## src/rtl/dmem_pkg.sv

```systemverilog
// Shared encodings for the data-memory controller: access sizes, FSM states
// and the legal data_ram read-latency bounds.
package dmem_pkg;

  typedef enum logic [1:0] {
    SZ_BYTE = 2'd0,
    SZ_HALF = 2'd1,
    SZ_WORD = 2'd2,
    SZ_RSVD = 2'd3
  } size_e;

  typedef enum logic [1:0] {
    ST_IDLE,
    ST_ACCESS,
    ST_WAIT,
    ST_RESP
  } state_e;

  localparam int unsigned RAM_LAT_MIN = 1;
  localparam int unsigned RAM_LAT_MAX = 3;

  function automatic logic misaligned(input size_e size, input logic [1:0] lo);
    case (size)
      SZ_HALF: misaligned = lo[0];
      SZ_WORD: misaligned = (lo != 2'b00);
      SZ_RSVD: misaligned = 1'b1;
      default: misaligned = 1'b0;
    endcase
  endfunction

endpackage

```

## src/rtl/dmem_align.sv

```systemverilog
// Byte-lane steering for data_ram: store lane mask and replicated write data,
// plus lane extraction and sign/zero extension of load data.
module dmem_align
  import dmem_pkg::*;
(
  input  size_e       size_i,
  input  logic [1:0]  lane_i,
  input  logic        unsigned_i,
  input  logic [31:0] wdata_i,
  input  logic [31:0] rdata_i,
  output logic [3:0]  wen_o,
  output logic [31:0] wdata_o,
  output logic [31:0] rdata_o
);

  logic [7:0]  byte_v;
  logic [15:0] half_v;

  always_comb begin
    wen_o   = '0;
    wdata_o = '0;
    rdata_o = '0;
    byte_v  = rdata_i[{lane_i, 3'b000} +: 8];
    half_v  = lane_i[1] ? rdata_i[31:16] : rdata_i[15:0];
    case (size_i)
      SZ_BYTE: begin
        wen_o   = 4'b0001 << lane_i;
        wdata_o = {4{wdata_i[7:0]}};
        rdata_o = {{24{~unsigned_i & byte_v[7]}}, byte_v};
      end
      SZ_HALF: begin
        wen_o   = lane_i[1] ? 4'b1100 : 4'b0011;
        wdata_o = {2{wdata_i[15:0]}};
        rdata_o = {{16{~unsigned_i & half_v[15]}}, half_v};
      end
      default: begin
        wen_o   = '1;
        wdata_o = wdata_i;
        rdata_o = rdata_i;
      end
    endcase
  end

endmodule

```

## src/rtl/dmem_ctrl.sv

```systemverilog
// Memory-stage load/store controller driving a single data_ram port.
// Build option DMEM_MISALIGN_TRAP_EN: flag misaligned/reserved-size requests instead of aligning them.
module dmem_ctrl
  import dmem_pkg::*;
#(
  parameter int unsigned RAM_LAT = 1
) (
  input  logic        clk,
  input  logic        rst,
  input  logic        req_valid,
  input  logic        req_wr,
  input  logic [1:0]  req_size,
  input  logic        req_unsigned,
  input  logic [31:0] req_addr,
  input  logic [31:0] req_wdata,
  output logic        req_ready,
  output logic        resp_valid,
  output logic [31:0] resp_rdata,
  output logic        addr_err,
  output logic        ram_en,
  output logic [3:0]  ram_wen,
  output logic [31:0] ram_addr,
  output logic [31:0] ram_wdata,
  input  logic [31:0] ram_rdata
);

  localparam logic [1:0] CNT_INIT = 2'(RAM_LAT - 1);

  state_e      state_q, state_d;
  logic        wr_q, wr_d;
  size_e       size_q, size_d;
  logic        uns_q, uns_d;
  logic [31:0] addr_q, addr_d;
  logic [31:0] wdata_q, wdata_d;
  logic        err_q, err_d;
  logic [31:0] rdata_q, rdata_d;
  logic [1:0]  cnt_q, cnt_d;

  size_e       size_in;
  logic [31:0] addr_in;
  logic        err_in;
  logic        accept;

  logic [3:0]  lane_wen;
  logic [31:0] lane_wdata;
  logic [31:0] lane_rdata;

  dmem_align u_align (
    .size_i     (size_q),
    .lane_i     (addr_q[1:0]),
    .unsigned_i (uns_q),
    .wdata_i    (wdata_q),
    .rdata_i    (ram_rdata),
    .wen_o      (lane_wen),
    .wdata_o    (lane_wdata),
    .rdata_o    (lane_rdata)
  );

  assign accept = req_valid && req_ready;

  // Request qualification at capture time: either flag it or coerce it aligned.
  always_comb begin
    size_in = size_e'(req_size);
    addr_in = req_addr;
    err_in  = 1'b0;
`ifdef DMEM_MISALIGN_TRAP_EN
    err_in  = misaligned(size_in, req_addr[1:0]);
`else
    if (size_in == SZ_RSVD) size_in = SZ_WORD;
    case (size_in)
      SZ_HALF: addr_in[0]   = 1'b0;
      SZ_WORD: addr_in[1:0] = 2'b00;
      default: ;
    endcase
`endif
  end

  always_ff @(posedge clk) begin
    if (rst) state_q <= ST_IDLE;
    else     state_q <= state_d;
  end

  always_comb begin
    state_d = state_q;
    case (state_q)
      ST_IDLE:   if (accept) state_d = err_in ? ST_RESP : ST_ACCESS;
      ST_ACCESS: state_d = wr_q ? ST_RESP : ST_WAIT;
      ST_WAIT:   if (cnt_q == 2'd0) state_d = ST_RESP;
      ST_RESP:   state_d = ST_IDLE;
      default:   state_d = ST_IDLE;
    endcase
  end

  always_comb begin
    wr_d    = wr_q;
    size_d  = size_q;
    uns_d   = uns_q;
    addr_d  = addr_q;
    wdata_d = wdata_q;
    err_d   = err_q;
    rdata_d = rdata_q;
    cnt_d   = cnt_q;
    case (state_q)
      ST_IDLE: begin
        if (accept) begin
          wr_d    = req_wr;
          size_d  = size_in;
          uns_d   = req_unsigned;
          addr_d  = addr_in;
          wdata_d = req_wdata;
          err_d   = err_in;
          rdata_d = '0;
        end
      end
      ST_ACCESS: if (!wr_q) cnt_d = CNT_INIT;
      ST_WAIT: begin
        // Counter at zero means ram_rdata holds this load's word now.
        if (cnt_q == 2'd0) rdata_d = lane_rdata;
        else               cnt_d   = cnt_q - 2'd1;
      end
      default: ;
    endcase
  end

  always_ff @(posedge clk) begin
    if (rst) begin
      wr_q    <= 1'b0;
      size_q  <= SZ_BYTE;
      uns_q   <= 1'b0;
      addr_q  <= '0;
      wdata_q <= '0;
      err_q   <= 1'b0;
      rdata_q <= '0;
      cnt_q   <= '0;
    end else begin
      wr_q    <= wr_d;
      size_q  <= size_d;
      uns_q   <= uns_d;
      addr_q  <= addr_d;
      wdata_q <= wdata_d;
      err_q   <= err_d;
      rdata_q <= rdata_d;
      cnt_q   <= cnt_d;
    end
  end

  // Outputs are forced quiet while rst is high, whatever the state.
  always_comb begin
    req_ready  = 1'b0;
    resp_valid = 1'b0;
    resp_rdata = '0;
    addr_err   = 1'b0;
    ram_en     = 1'b0;
    ram_wen    = '0;
    ram_addr   = '0;
    ram_wdata  = '0;
    if (!rst) begin
      case (state_q)
        ST_IDLE: req_ready = 1'b1;
        ST_ACCESS: begin
          ram_en    = 1'b1;
          ram_addr  = {addr_q[31:2], 2'b00};
          ram_wen   = wr_q ? lane_wen : 4'b0000;
          ram_wdata = wr_q ? lane_wdata : '0;
        end
        ST_RESP: begin
          resp_valid = 1'b1;
          resp_rdata = rdata_q;
          addr_err   = err_q;
        end
        default: ;
      endcase
    end
  end

endmodule

```

## config.mk

```make
export PLATFORM = sky130hd
export DESIGN_NAME = dmem_ctrl
export DESIGN_NICKNAME = d
export VERILOG_FILES = /design/src/rtl/dmem_pkg.sv /design/src/rtl/dmem_align.sv /design/src/rtl/dmem_ctrl.sv
export SDC_FILE = /design/constraint.sdc
export NUM_CORES = 1
export LEC_CHECK = 0
export BUFFER_PORTS_ARGS = -buffer_cell sky130_fd_sc_hd__buf_2
export CAP_MARGIN = 20
export CELL_PAD_IN_SITES_DETAIL_PLACEMENT = 0
export CELL_PAD_IN_SITES_GLOBAL_PLACEMENT = 1
export CORE_ASPECT_RATIO = 0.5
export CORE_MARGIN = 10
export CORE_UTILIZATION = 39
export CTS_CLUSTER_SIZE = 16
export DETAILED_ROUTE_END_ITERATION = 16
export GPL_TIMING_DRIVEN = 0
export MAX_ROUTING_LAYER = met4
export PLACE_DENSITY_LB_ADDON = 0.1
export REMOVE_ABC_BUFFERS = 1
export SETUP_SLACK_MARGIN = 0.1
export SLEW_MARGIN = 40
export SYNTH_ARGS = -nofsm -noshare
export SYNTH_HDL_FRONTEND = slang
export SYNTH_HIERARCHICAL = 1
export SYNTH_SLANG_ARGS = --single-unit
export TNS_END_PERCENT = 10
```

## constraint.sdc

```tcl
create_clock -name clk -period 4.24 [get_ports clk]
set_input_delay 0.848 -clock clk [delete_from_list [all_inputs] [get_ports clk]]
set_output_delay 0.848 -clock clk [all_outputs]
set_load 0.01 [all_outputs]
```

==> impl_summary.md <==
Routing
The count of antenna-violating nets left after detailed routing is 0. Dividing the detail-routed wire length by the instance count gives 16.8 um. For this block, the routed nets add up to 18900 um of wire. The uppermost signal routing layer after detailed routing is met4. The routed layout has 5702 vias. The first routing iteration left 242 violations. The post-detailed-route DRC marker count is 0. The routed design uses 1380 um of met3 wire. The detailed router put a total of 8750 um of wire on met1. The first-pass iteration count of the detailed router is 5. Using the TritonRoute via totals, the vias-per-cell ratio works out to 5.05. The routed design uses 8670 um of met2 wire.

Floorplanning
From bottom edge to top edge, the die measures 108 um. The area of the core region is 0.0148 sq mm. The number of placement rows is 31. The area of the die is 0.0211 sq mm. The die is 196 um wide. The initial utilization of the core area, before any placement, comes to 40.7%. The I/O pin count is 207.

Synth
The mux share of post-synthesis cell area is 12.4%. The sequential area share after synthesis is 34.6%. The xor-xnor portion of the synthesized cell area is 0%. The share of flip-flops with an asynchronous set or reset is 0%. The number of different library cells in the post-synthesis netlist is 49. Synthesis inferred 104 register bits.

The compound-cell area share of the yosys netlist is 11.5%. The synthesized area is 0.00602 sq mm. The per-instance average area after synthesis is 7.83 sq um. The number of synthesized flops with an enable pin is 0.

After Yosys synthesis, full adders, half adders and majority gates account for 1.25% of the synthesized area. The synthesis warning total is 6. After Yosys synthesis, and, or, nand and nor cells account for 32.6% of the synthesized area. The top flip-flop cell by instance count after synthesis is dfxtp_1. After synthesis, the largest family of logic cells by area is simple AND/OR/NAND/NOR gates. The count of mapped cells out of synthesis is 768.

Clock network
After clock tree synthesis, the clock-pin slew on the worst setup and hold paths is 0.07 ns. The clock tree root buffer cell is clkbuf_16. The longest clock path from root to sink contains 2 buffers.

Buffers added to address setup during post-CTS repair amount to 0. The insertion delay of the later-clocked pin in the worst-skew pair is 0.35 ns. The number of H-tree levels is 3. The hold-fix buffer count after cts is 0.

TritonCTS built the clock tree. The number of gates resized after CTS was 0. Clock tree synthesis inserted a total of 9 buffers.

The TritonCTS sink count is 104.

Finish
Measured on the finished design, the core utilization comes to 50.5%. The final-layout fill cell count is 1477. Across the whole layout, storage elements account for 0.00209 sq mm. The net count of the finished layout is 1031. The share of cells above drive strength 1 is 29.1%.

The multi-input gate area in the final layout is 0.00350 sq mm. The synthesis-to-layout area growth is 24.1%. The leading cell type in the layout, fill and taps excluded is buf_2. In the layout the commonest cells are buf_2, nand2_1, dfxtp_1, and2_1, mux2i_1. For this run, the number of standard cells in the final layout without fillers is 1130.

Power and ir drop
The switching fraction of total power is 34.5%. Power spread over the standard cell area amounts to 439 mW/mm^2. For this design the total switching power over the nets is 1.13 mW.

Combinational cells account for 33.2% of the total power. The clock network power share is 28.9%. The internal power is 2.15 mW. The worst-case vdd ir drop is 192 uV. The part of the total power dissipated in sequential elements is 37.9%. Summed over all cells, the static leakage comes to 3.43 nW.

Critical path
In this run the worst path has a maximum fanout of 32. The startpoint identified for the worst register-to-register timing path is addr_q[1]. The critical path start-end classification is flop to output port. The largest single stage delay on the critical path is 0.39 ns. The launching element of the worst setup path is state_q[1]. The worst endpoint required time is 3.39 ns. The kind of capture point of the worst setup path is an output port. The buffers plus inverters on the worst setup path is 5. The slowest stage of the critical path belongs to the cell nor3_4.

At the worst endpoint, the arrival time is 2.38 ns. The worst setup path is launched from a flop. The cell family contributing the most delay on the critical path is buffers and inverters. The signal on the critical path passes through inv_1 -> ha_1 -> inv_2 -> nor3_4 -> buf_8 -> buf_6 -> and2_1 -> buf_2.

Timing
Setup repair after global routing left no endpoint under its margin. The number of hold-slack violations in the final timing report is 0. The worst-margin pin slew is 0.747 ns. The number of pins with negative max-slew slack in the final report is 0. Measured against its own limit, the worst slew margin works out to 50.1%. Static timing analysis puts the maximum clock frequency at 310 MHz. Subtracting the final worst setup slack from the clock period gives 3.23 ns. The final setup skew is 0.0123 ns. After layout, the worst path uses 76.2% of the clock period. Setup violations remaining at the end of the flow were counted as 0.

Hold path
The min-delay analysis places its worst path in the category flop to flop. The beginning of the worst hold path is rdata_q[26].

Place
Detailed placement finished with a half-perimeter wire length of 13700 um. Counting tap cells, the placed design contains a total of 1109 instances. At the end of routability-driven placement, the weighted congestion stood at 0.752. Port buffering added 203 buffers.

Global route
The first global-routing pass estimated 30800 um of wire. The via count of the first global-routing pass came to 5852. The final global-route overflow total is 0. The global routing usage summed across all routing layers is 18.2%.

The number of antenna violations at the first check in global routing is 4. Entering global routing, the biggest net connects 53 pins.

Flow run
Max-cap violations in this run came to 0.

Run status
The flow ran to the end, and the final reports show no timing, DRC or antenna violations.
[per-layer routing]
metal | vias up | global-route usage, %
li1 | 2873 | -
met1 | 2655 | 22.2
met2 | 157 | 29.1
met3 | 17 | 6.13
met4 | 0 | 2.76
met5 | - | -
[logic make-up (layout without fill, tap and decap cells)]
| group | count (synthesis) | after routing |
|---|---|---|
| AOI/OAI and AO/OA | 99 | 99 |
| adders and majority gates | 6 | 6 |
| buffers and inverters | 87 | 244 |
| DFF | 104 | 104 |
| muxes | 69 | 69 |
| other | 1 | 8 |
| and+or+nand+nor | 402 | 402 |
[cell type report]
cell class / count / area share [%]
Clock buffer: 9 / 3.02
Timing Repair Buffer: 218 / 16.6
Antenna cell: 5 / 0.168
Inverter: 10 / 0.570
Tap cell: 198 / 3.32
Sequential cell: 104 / 28.0
Multi-Input combinational cell: 579 / 46.9
Clock inverter: 7 / 1.42
[sequential cells by signal, indices dropped and copies added (netlist names)]
name	flops
addr_q	32
cnt_q	2
rdata_q	32
size_q	2
state_q	2
uns_q	1
wdata_q	32
wr_q	1
[synthesized netlist by cell type, types with 2 or more instances]
cell,number,area share [%]
nand3_1,39,3.2
nand2_1,182,11
buf_2,11,0.91
a22oi_1,8,1.0
ha_1,6,1.2
clkbuf_1,39,2.4
nand3b_1,29,3.6
nor3_2,2,0.33
a221o_1,7,1.2
o21ai_0,40,3.3
dfxtp_1,104,35
buf_1,4,0.25
o221ai_1,8,1.2
buf_6,9,1.7
nor2b_1,24,2.5
inv_1,9,0.56
nor2_1,44,2.7
mux2_2,11,2.1
and2_1,69,7.2
or2_2,2,0.21
buf_4,13,1.6
mux2_4,8,2.0
a21oi_1,4,0.33
nand2b_1,4,0.42
mux2i_1,50,8.3
o21bai_1,3,0.37
o22ai_1,17,1.8
[tightest hold or removal path, stage by stage, from the launching register on]
cell and delay, ns:
dfxtp_1 0.31, nand2_1 0.05, mux2i_1 0.05
[power by group through the flow]
stage                     Sequential, mW  Clock [mW]  Combinational (mW)
final                               1.24       0.949                1.09
after global routing                1.27        1.02                1.22
after CTS                           1.24       0.982                1.10
after detailed placement            1.26           0                1.10
after global placement              1.27           0                1.02
after floorplan                     1.24           0               0.741
[worst paths after layout]
path / endpoint / slack (ns) / cells after the start
max: ram_wdata[11] / 1.01 / 8
min: rdata_q[26] / 0.45 / 2
max reg2reg: rdata_q[3] / 1.86 / 5
min reg2reg: rdata_q[26] / 0.45 / 2
[metrics by stage]
step	hold slack, ns	setup slack (ns)	TNS (ns)	power [mW]	area [sq um]
after floorplan	0.430	0.882	0	1.98	5600
after global placement	0.438	-0.374	-4.45	2.28	6870
after detailed placement	0.445	0.883	0	2.36	7120
after CTS	0.458	0.877	0	3.33	7450
after global routing	0.474	0.757	0	3.50	7460
final	0.454	1.01	0	3.28	7460
Power figures use the tool's default switching activity.
